File: src/rtl/mrd_bfp_pkg.sv
// Shared types and helpers for the mixed-radix stage block-floating-point control.
package mrd_bfp_pkg;

  typedef logic [7:0] margin_t;

  // Guard bits of a sign-extended sample: leading zeros of |x| below the sign
  // position, clipped. The most-negative value has no headroom at all.
  function automatic margin_t lead_margin(input logic signed [63:0] x,
                                          input int wdata, input int max_margin);
    logic [63:0] a;
    margin_t     m;
    logic        done;
    a    = x[63] ? -x : x;
    m    = '0;
    done = a[wdata-1];
    for (int i = 62; i >= 0; i--) begin
      if (!done && i <= wdata - 2) begin
        if (a[i]) done = 1'b1;
        else if (int'(m) < max_margin) m = m + 8'd1;
      end
    end
    return m;
  endfunction

  function automatic logic [31:0] sat_add(input logic [31:0] a, input logic [31:0] b,
                                          input int w);
    logic [32:0] s;
    logic [32:0] lim;
    s   = {1'b0, a} + {1'b0, b};
    lim = (33'd1 << w) - 33'd1;
    return (s > lim) ? lim[31:0] : s[31:0];
  endfunction

endpackage

File: src/rtl/mrd_tag_fifo.sv
// Sync tag FIFO with synchronous clear; empty push+pop bypasses din to dout.
module mrd_tag_fifo #(
  parameter int WIDTH = 55,
  parameter int DEPTH = 32
) (
  input  logic             clk,
  input  logic             rst_n,
  input  logic             sclr,
  input  logic             push,
  input  logic [WIDTH-1:0] din,
  input  logic             pop,
  output logic [WIDTH-1:0] dout,
  output logic             full,
  output logic             empty
);
  localparam int AW = $clog2(DEPTH);

  logic [WIDTH-1:0] mem [DEPTH];
  logic [AW-1:0]    wr_ptr, rd_ptr;
  logic [AW:0]      cnt;
  logic             do_wr, do_rd;

  assign empty = (cnt == '0);
  assign full  = (cnt == (AW+1)'(DEPTH));
  // A pop frees the slot for a same-cycle push; empty push+pop never lands in memory.
  assign do_wr = push && !sclr && (!full || pop) && !(empty && pop);
  assign do_rd = pop && !sclr && !empty;

  always_comb begin
    dout = '0;
    if (!sclr) begin
      if (!empty)    dout = mem[rd_ptr];
      else if (push) dout = din;
    end
  end

  always_ff @(posedge clk) begin
    if (do_wr) mem[wr_ptr] <= din;
  end

  always_ff @(posedge clk or negedge rst_n) begin
    if (!rst_n) begin
      wr_ptr <= '0;
      rd_ptr <= '0;
      cnt    <= '0;
    end else if (sclr) begin
      wr_ptr <= '0;
      rd_ptr <= '0;
      cnt    <= '0;
    end else begin
      if (do_wr) wr_ptr <= wr_ptr + 1'b1;
      if (do_rd) rd_ptr <= rd_ptr + 1'b1;
      case ({do_wr, do_rd})
        2'b10:   cnt <= cnt + 1'b1;
        2'b01:   cnt <= cnt - 1'b1;
        default: cnt <= cnt;
      endcase
    end
  end

endmodule

File: src/rtl/mrd_stage_bfp_ctrl.sv
// Per-stage control shell: tag realignment FIFO plus block-floating-point margin/exponent tracking.
// Define MRD_BFP_STATS_EN to add saturating burst/beat counters.
module mrd_stage_bfp_ctrl
  import mrd_bfp_pkg::*;
#(
  parameter int NLANE      = 5,
  parameter int WDATA      = 18,
  parameter int WTAG       = 11,
  parameter int DEPTH      = 32,
  parameter int MAX_MARGIN = 3,
  parameter int WEXP       = 4,
  localparam int MW        = (MAX_MARGIN > 0) ? $clog2(MAX_MARGIN + 1) : 1
) (
  input  logic                   clk,
  input  logic                   rst_n,
  input  logic                   sop,
  input  logic                   tag_valid,
  input  logic [NLANE*WTAG-1:0]  tag_in,
  input  logic                   dp_valid,
  input  logic [NLANE*WDATA-1:0] dp_real,
  input  logic [NLANE*WDATA-1:0] dp_imag,
  input  logic [WEXP-1:0]        dp_shift,
  output logic                   out_valid,
  output logic [NLANE*WTAG-1:0]  out_tag,
  output logic [NLANE*WDATA-1:0] out_real,
  output logic [NLANE*WDATA-1:0] out_imag,
  output logic [MW-1:0]          margin_nxt,
  output logic [WEXP-1:0]        exp_acc,
  output logic                   fifo_ovf,
  output logic                   fifo_udf
`ifdef MRD_BFP_STATS_EN
  ,
  output logic [15:0]            stat_bursts,
  output logic [23:0]            stat_beats
`endif
);
  localparam int NC = 2 * NLANE;

  logic [NLANE*WTAG-1:0] fifo_dout;
  logic                  fifo_full, fifo_empty;
  logic [NC-1:0][MW-1:0] m_reg;
  logic [MW-1:0]         min_m, run_min;
  logic                  m_vld, m_vld_d;

  mrd_tag_fifo #(.WIDTH(NLANE*WTAG), .DEPTH(DEPTH)) u_fifo (
    .clk   (clk),
    .rst_n (rst_n),
    .sclr  (sop),
    .push  (tag_valid),
    .din   (tag_in),
    .pop   (dp_valid),
    .dout  (fifo_dout),
    .full  (fifo_full),
    .empty (fifo_empty)
  );

  always_ff @(posedge clk or negedge rst_n) begin
    if (!rst_n) begin
      out_valid <= 1'b0;
      out_tag   <= '0;
      out_real  <= '0;
      out_imag  <= '0;
    end else begin
      out_valid <= dp_valid;
      if (dp_valid) begin
        out_tag  <= fifo_dout;
        out_real <= dp_real;
        out_imag <= dp_imag;
      end
    end
  end

  // Per-component headroom of the registered beat; even slots real, odd imag.
  always_ff @(posedge clk or negedge rst_n) begin
    if (!rst_n) begin
      m_reg <= '0;
    end else if (out_valid) begin
      for (int l = 0; l < NLANE; l++) begin
        m_reg[2*l]   <= MW'(lead_margin(64'($signed(out_real[l*WDATA +: WDATA])), WDATA, MAX_MARGIN));
        m_reg[2*l+1] <= MW'(lead_margin(64'($signed(out_imag[l*WDATA +: WDATA])), WDATA, MAX_MARGIN));
      end
    end
  end

  always_comb begin
    min_m = MW'(MAX_MARGIN);
    for (int i = 0; i < NC; i++)
      if (m_reg[i] < min_m) min_m = m_reg[i];
  end

  // out_valid doubles as the previous dp_valid, so dp_valid && !out_valid is the burst start.
  always_ff @(posedge clk or negedge rst_n) begin
    if (!rst_n) begin
      m_vld      <= 1'b0;
      m_vld_d    <= 1'b0;
      run_min    <= '0;
      margin_nxt <= '0;
      exp_acc    <= '0;
      fifo_ovf   <= 1'b0;
      fifo_udf   <= 1'b0;
    end else begin
      m_vld   <= out_valid;
      m_vld_d <= m_vld;
      if (sop) begin
        run_min    <= '0;
        margin_nxt <= '0;
        exp_acc    <= '0;
        fifo_ovf   <= 1'b0;
        fifo_udf   <= 1'b0;
      end else begin
        if (m_vld && !m_vld_d)            run_min <= min_m;
        else if (m_vld && min_m < run_min) run_min <= min_m;
        if (m_vld_d && !m_vld) margin_nxt <= run_min;
        if (dp_valid && !out_valid)
          exp_acc <= WEXP'(sat_add(32'(exp_acc), 32'(dp_shift), WEXP));
        if (tag_valid && !dp_valid && fifo_full)  fifo_ovf <= 1'b1;
        if (dp_valid && !tag_valid && fifo_empty) fifo_udf <= 1'b1;
      end
    end
  end

`ifdef MRD_BFP_STATS_EN
  always_ff @(posedge clk or negedge rst_n) begin
    if (!rst_n) begin
      stat_bursts <= '0;
      stat_beats  <= '0;
    end else if (sop) begin
      stat_bursts <= '0;
      stat_beats  <= '0;
    end else if (out_valid) begin
      if (!m_vld) stat_bursts <= 16'(sat_add(32'(stat_bursts), 32'd1, 16));
      stat_beats <= 24'(sat_add(32'(stat_beats), 32'd1, 24));
    end
  end
`endif

endmodule

File: config.mk
export PLATFORM = sky130hd
export DESIGN_NAME = mrd_stage_bfp_ctrl
export DESIGN_NICKNAME = d
export VERILOG_FILES = /design/src/rtl/mrd_bfp_pkg.sv /design/src/rtl/mrd_tag_fifo.sv /design/src/rtl/mrd_stage_bfp_ctrl.sv
export SDC_FILE = /design/constraint.sdc
export NUM_CORES = 2
export LEC_CHECK = 0
export ABC_AREA = 1
export BUFFER_PORTS_ARGS = -buffer_cell sky130_fd_sc_hd__buf_2
export CORE_MARGIN = 4
export CORE_UTILIZATION = 40
export DETAILED_ROUTE_END_ITERATION = 16
export SLEW_MARGIN = 25
export SYNTH_ARGS = -nofsm -noshare
export SYNTH_HDL_FRONTEND = slang
export SYNTH_SLANG_ARGS = --single-unit
File: constraint.sdc
create_clock -name clk -period 12.1 [get_ports clk]
set_clock_uncertainty 0.1 [all_clocks]
set_input_delay 1.815 -clock clk [delete_from_list [all_inputs] [get_ports clk]]
set_output_delay 1.815 -clock clk [all_outputs]
set_load 0.01 [all_outputs]
; Word level (Yosys, flattened, before mapping)
; Memories as Yosys holds them, arrays and structs flattened.
; Cells that the tools add are included.
[classes]
magnitude_cmp = 172
muxes = 1183
addsub = 175
eq_ne = 3
n_reduce_logical = 33
[op_table]
columns = cell, n
row1 = $mux W8, 611
row2 = $lt A8 B2 Y1 const B, 160
row3 = $add A8 B1 Y8 const B, 150
row4 = $mux W1, 505
row5 = $mux W18, 10
row6 = $neg A18 Y18, 10
row7 = $mux W55, 3
row8 = $mux W2, 45
row9 = $add A2 B1 Y2 const B, 10
row10 = $lt A2 B2 Y1, 10
row11 = $mux W5, 4
row12 = $logic_and A1 B1 Y1, 14
row13 = $mux W4, 3
row14 = $pmux W6 S2, 1
row15 = $reduce_bool A2 Y1, 6
row16 = $add A5 B1 Y5 const B, 2
row17 = $logic_not A1 Y1, 9
row18 = $add A6 B1 Y6 const B, 1
row19 = $eq A6 B6 Y1 const B, 1
row20 = $logic_not A6 Y1, 1
row21 = $mux W6, 1
row22 = $reduce_bool A3 Y1, 2
row23 = $sub A6 B1 Y6 const B, 1
row24 = $add A4 B4 Y5, 1
row25 = other kinds (5), 5
[word_totals]
ram_bits = 1760
word_cells = 1591
in_bits = 244
register_bits = 284
memories = 1
[memory_table]
columns = memory, depth, word_bits, read_ports, rd_ports_with_merged_regs, wr, line
row1 = u_fifo.mem, 32, 55, 1, 0, 1, mrd_tag_fifo.sv:18  ; logic [WIDTH-1:0] mem [DEPTH];

; Depth between registers and ports, before layout
[depth]
ltp_word = 84
depth_mapped = 28
ltp_nobuf = 28

; Cells and area by module
; From an unflattened synthesis, not the netlist that was laid out.
[hier_totals]
hier_cells = 7312
area_unflattened_um2 = 84215.8
[by_module_without_submodules]
columns = mod, seq_area_each_um2, instances, area_each_um2, cells_per_inst
row1 = mrd_tag_fifo, 53251.1, 1, 72094.1, 5854
row2 = mrd_stage_bfp_ctrl, 6706.4, 1, 12121.6, 1458

; Worst setup path before layout
; Ideal clock, no wire load.
[synth_path]
kind = input -> register
startpoint = in dp_valid
endpoint = mem u_fifo.mem[31][0], enable pin
path_buffers = 1
arrival_ns = 6.575
setup_slack_ns = 4.885
t_required_ns = 11.460
stages = 9
setup_ns = 0.540
cell_sequence = buf_2 nor4_2 nor3_4 o21ai_4 inv_2 nand2_4 nor2_1 inv_2 nor3_1
[synth_between]
elab_chain_len = 5
[synth_lines]
columns = item, line
row1 = from (decl), mrd_stage_bfp_ctrl.sv:19  ; input logic dp_valid,
row2 = $logic_or A1 B1 Y1 / $logic_and A1 B1 Y1 (equally long branches), mrd_tag_fifo.sv:26  ; assign do_wr = push && !sclr && (!full || pop) && !(empty && pop);
row3 = $logic_and A1 B1 Y1 / $logic_not A1 Y1 (equally long branches), mrd_tag_fifo.sv:26
row4 = $logic_and A1 B1 Y1 *, mrd_tag_fifo.sv:26
row5 = $mux W1 *, mrd_tag_fifo.sv:38  ; if (do_wr) mem[wr_ptr] <= din;
row6 = $mux W1 (not written as such) *, mrd_tag_fifo.sv:38
row7 = to (decl), mrd_tag_fifo.sv:18
; Every way passes the cells marked *; elsewhere a longest branch is shown, timed or not.

; Worst setup path after layout
[layout_path]
startpoint = reg u_fifo.rd_ptr[0]
endpoint = reg out_tag[54]
[layout_between]
elab_chain_len = 3
[layout_lines]
columns = item, line
row1 = from (decl), mrd_tag_fifo.sv:19  ; logic [AW-1:0] wr_ptr, rd_ptr;
row2 = from (signal assigned), mrd_tag_fifo.sv:52  ; if (do_rd) rd_ptr <= rd_ptr + 1'b1;
row3 = $mem_v2 Z32 W55, n/a
row4 = $mux W55, mrd_tag_fifo.sv:32  ; if (!empty) dout = mem[rd_ptr];
row5 = $mux W55, mrd_tag_fifo.sv:31  ; if (!sclr) begin
row6 = to (signal assigned), mrd_stage_bfp_ctrl.sv:66  ; out_tag <= fifo_dout;
row7 = to (decl), mrd_stage_bfp_ctrl.sv:24  ; output logic [NLANE*WTAG-1:0] out_tag,
; No other way between the ends.
; A chain may end at the register's enable or synchronous reset.

==> metrics.csv <==
metric,value,unit
worst r2r dst,out_tag[54],
Setup-failing EPs final,0,
Rows,164,
Global Route Usage Sum,0.251,
Layout Area Growth over Synthesis,14.6,%
RSZ-0062 raised after global routing,no,
ys flop type,edfxtp_1,
"commonest cells after routing, fill and taps aside","1760 x edfxtp_1, 1421 x nand2_1, 523 x nand3_1, 485 x buf_2, 352 x o221ai_1",
crit-path max cell delay,0.91,ns
post-synthesis sequential area ratio,0.743,
nets@finish,6869,
largest net degree at the start of global routing,163,
Mean Syn Cell Area,13.0,um2
hold crit path type,reg2reg,
DPL Wire Length,162000,um
Power Dens Cells,202,mW/mm2
initial DRC count,6458,
routability cong.,0.930,
Syn Nets,6493,
# IOs,488,
"Clk Latency, worst-skew pair",0.84,ns
Max clock buf depth,3,
hold_buf cts,0,
cell family with most CP delay,buffers and inverters,
DR DRC count,0,
met3 Track Usage GR,0.0511,
die footprint,0.209,mm2
Core ar.,0.200,mm2
port bufs,487,
Worst-Margin Slew,1.26,ns
setup TNS,0,ns
Max Slew Vio Count,0,
"Min Clock Period, post-route",5.11,ns
WP data required,12.78,ns
total gr overflow,0,
Initial Util,0.403,
post-synthesis mux area share,0.000124,
clk sinks,2044,
die span in y,457,um
status,completed,
Final Hold Viols,0,
final WL,270000,um
Fin Hold WS,0.373,ns
Root Buffer,clkbuf_16,
DR vias/cell,5.78,
synth unique cells,54,
Hold Crit Start,m_vld,
Largest Register,u_fifo.mem,
M2 GR Usage,0.413,
post-detailed-route count of antenna-violating nets,0,
hold endpoint,m_vld_d,
max_cap viols,0,
"EDFF count, synth",1760,
r2r setup slk,6.99,ns
Hold Crit Depth,0,
Post-Synth Simple-Gate Area,0.117,
# Post-CTS Setup Buffers,0,
"commonest non-fill, non-tap cell in the layout",edfxtp_1,
"Reg clk slew, reported paths",0.06,ns
CP Buf/Inv Count,4,
Syn. warnings,0,
CP arrival,5.79,ns
H-tree Lvls,4,
final worst-path cycle share,0.423,
CTS tree,yes,
"FFs w/ async S/R, synth",0.139,
"Slowest-stage cell, CP",buf_4,
crit path max fanout,74,
fmax,196,MHz
Worst Setup Path Type,reg2reg,
Vias,54500,
Rel. slew slack,0.162,
Crit Reg-Reg Startpoint,u_fifo.rd_ptr[0],
met1 GRT Util,0.325,
main combinational cell family by area after synthesis,simple AND/OR/NAND/NOR gates,
initial antenna violation count,42,
reg2reg path depth,13,
Most common cell on crit path,buf_4,
CTS resizes,0,
Inserted Clock Buffers,210,
"Cell Chain, Critical Path","buf_4, buf_4, buf_4, buf_4, nand2_1, nand3_1, o221ai_1, or2_1, o211ai_1, o311ai_1, o31ai_1, nand2_1, nand2_1",
#FFs+latches synth,2044,
Post-Syn Area,0.0807,mm2
Post-Synth Adder-Cell Area,0.00701,
XOR/XNOR share of the synthesized area,0.00282,
WL/cell,28.6,um
crit end category,flip-flop,
final core occ,0.462,
Critical Path Start Type,flip-flop,
Die Wd,457,um
cell count after synthesis,6205,
# fillers,17900,
share of cells above drive strength 1,0.139,
max reg flops,1760,
Synth Area in Compound Gates,0.0991,
Leak,33.6,nW
vias in the first global route,52000,
DR pass1 iterations,6,
first-pass GRT wire length,386000,um
biggest regs,"u_fifo.mem: 1760 flops, out_imag: 90 flops, out_real: 90 flops",
Peak VDD IR,184,uV
gr busiest metal,met2,
-- how the worst max path moves through the flow --
stage                     slack (ns)                end  cells after the start        startpoint
after floorplan                 4.89  u_fifo.mem[31][0]                      9          dp_valid
after global placement          6.31  u_fifo.mem[4][31]                      8          dp_valid
after detailed placement        6.21  u_fifo.mem[4][29]                      8          dp_valid
after CTS                       7.00        out_tag[54]                     13  u_fifo.rd_ptr[0]
after global routing            6.75        out_tag[31]                     14  u_fifo.rd_ptr[0]
final                           6.99        out_tag[54]                     13  u_fifo.rd_ptr[0]
-- kinds of logic (layout without fill, tap and decap cells) --
group / Yosys count / in the layout
mux: 1 / 1
flops: 2044 / 2044
other cells: 0 / 18
simple gates: 2283 / 2283
buf+inv: 599 / 1155
xor+xnor: 26 / 26
compound gates: 1208 / 1208
fa+ha+maj: 44 / 44
-- layout make-up --
class                           instances  area, um2  share of cell area
Timing Repair Buffer                  571       3220              0.0348
Inverter                              192        766             0.00827
Sequential cell                      2044      60000               0.648
Clock buffer                          262       5520              0.0597
Antenna cell                           18       45.0            0.000487
Tap cell                             2656       3320              0.0359
Multi-Input combinational cell       3562      18500               0.200
Clock inverter                        130       1210              0.0130
-- power by group --
| group | internal (mW) | leakage (nW) | switching, mW |
|---|---|---|---|
| registers | 7.88 | 19.4 | 0.275 |
| logic | 1.22 | 10.9 | 2.99 |
| clock network | 3.55 | 3.26 | 2.78 |
-- Yosys cell counts, drive strengths merged, types with 2 or more instances --
master	count	area (um2)
a211oi	20	150
a21oi	217	1100
a22o	10	87.6
a31oi	6	37.5
a32o	10	100
a32oi	45	394
buf	241	1210
clkbuf	166	623
clkinv	3	11.3
dfrtp	284	7110
edfxtp	1760	52900
fa	2	40.0
ha	42	526
inv	189	712
nand2	1426	5380
nand3	524	2630
nand3b	3	22.5
nand4	18	113
nor2	267	1010
nor3	26	141
nor4	10	68.8
o211ai	10	75.1
o21ai	387	1950
o221ai	352	3080
o22ai	107	669
o311ai	8	70.1
o31ai	31	233
o41ai	3	26.3
or2	7	43.8
xnor2	3	26.3
xor2	23	201
-- routing by layer --
metal	vias to the layer above	share of wire
met2	2831	0.48
met1	27400	0.38
met5	-	0.0011
met3	469	0.087
met4	46	0.043
li1	23800	-
-- per-stage QoR --
step	instances	cell area, um2	power (mW)	setup slack, ns
final	9435	92600	18.7	6.99
after global routing	9424	92500	19.5	6.75
after CTS	9413	92400	18.8	7.00
after detailed placement	9021	85700	12.5	6.21
after global placement	9021	85700	12.5	6.31
after floorplan	6205	80700	10.7	4.89
-- worst reg2reg max path, cell delays in order (launching register included) --
cell      delay (ns)
dfrtp_4         0.56
buf_4           0.61
buf_4           0.69
buf_4           0.78
buf_4           0.94
nand2_1         0.13
nand3_1         0.13
o221ai_1        0.12
or2_1           0.26
o211ai_1        0.09
o311ai_1        0.30
o31ai_1         0.17
nand2_1         0.09
nand2_1         0.08
Power figures use the tool's default switching activity.
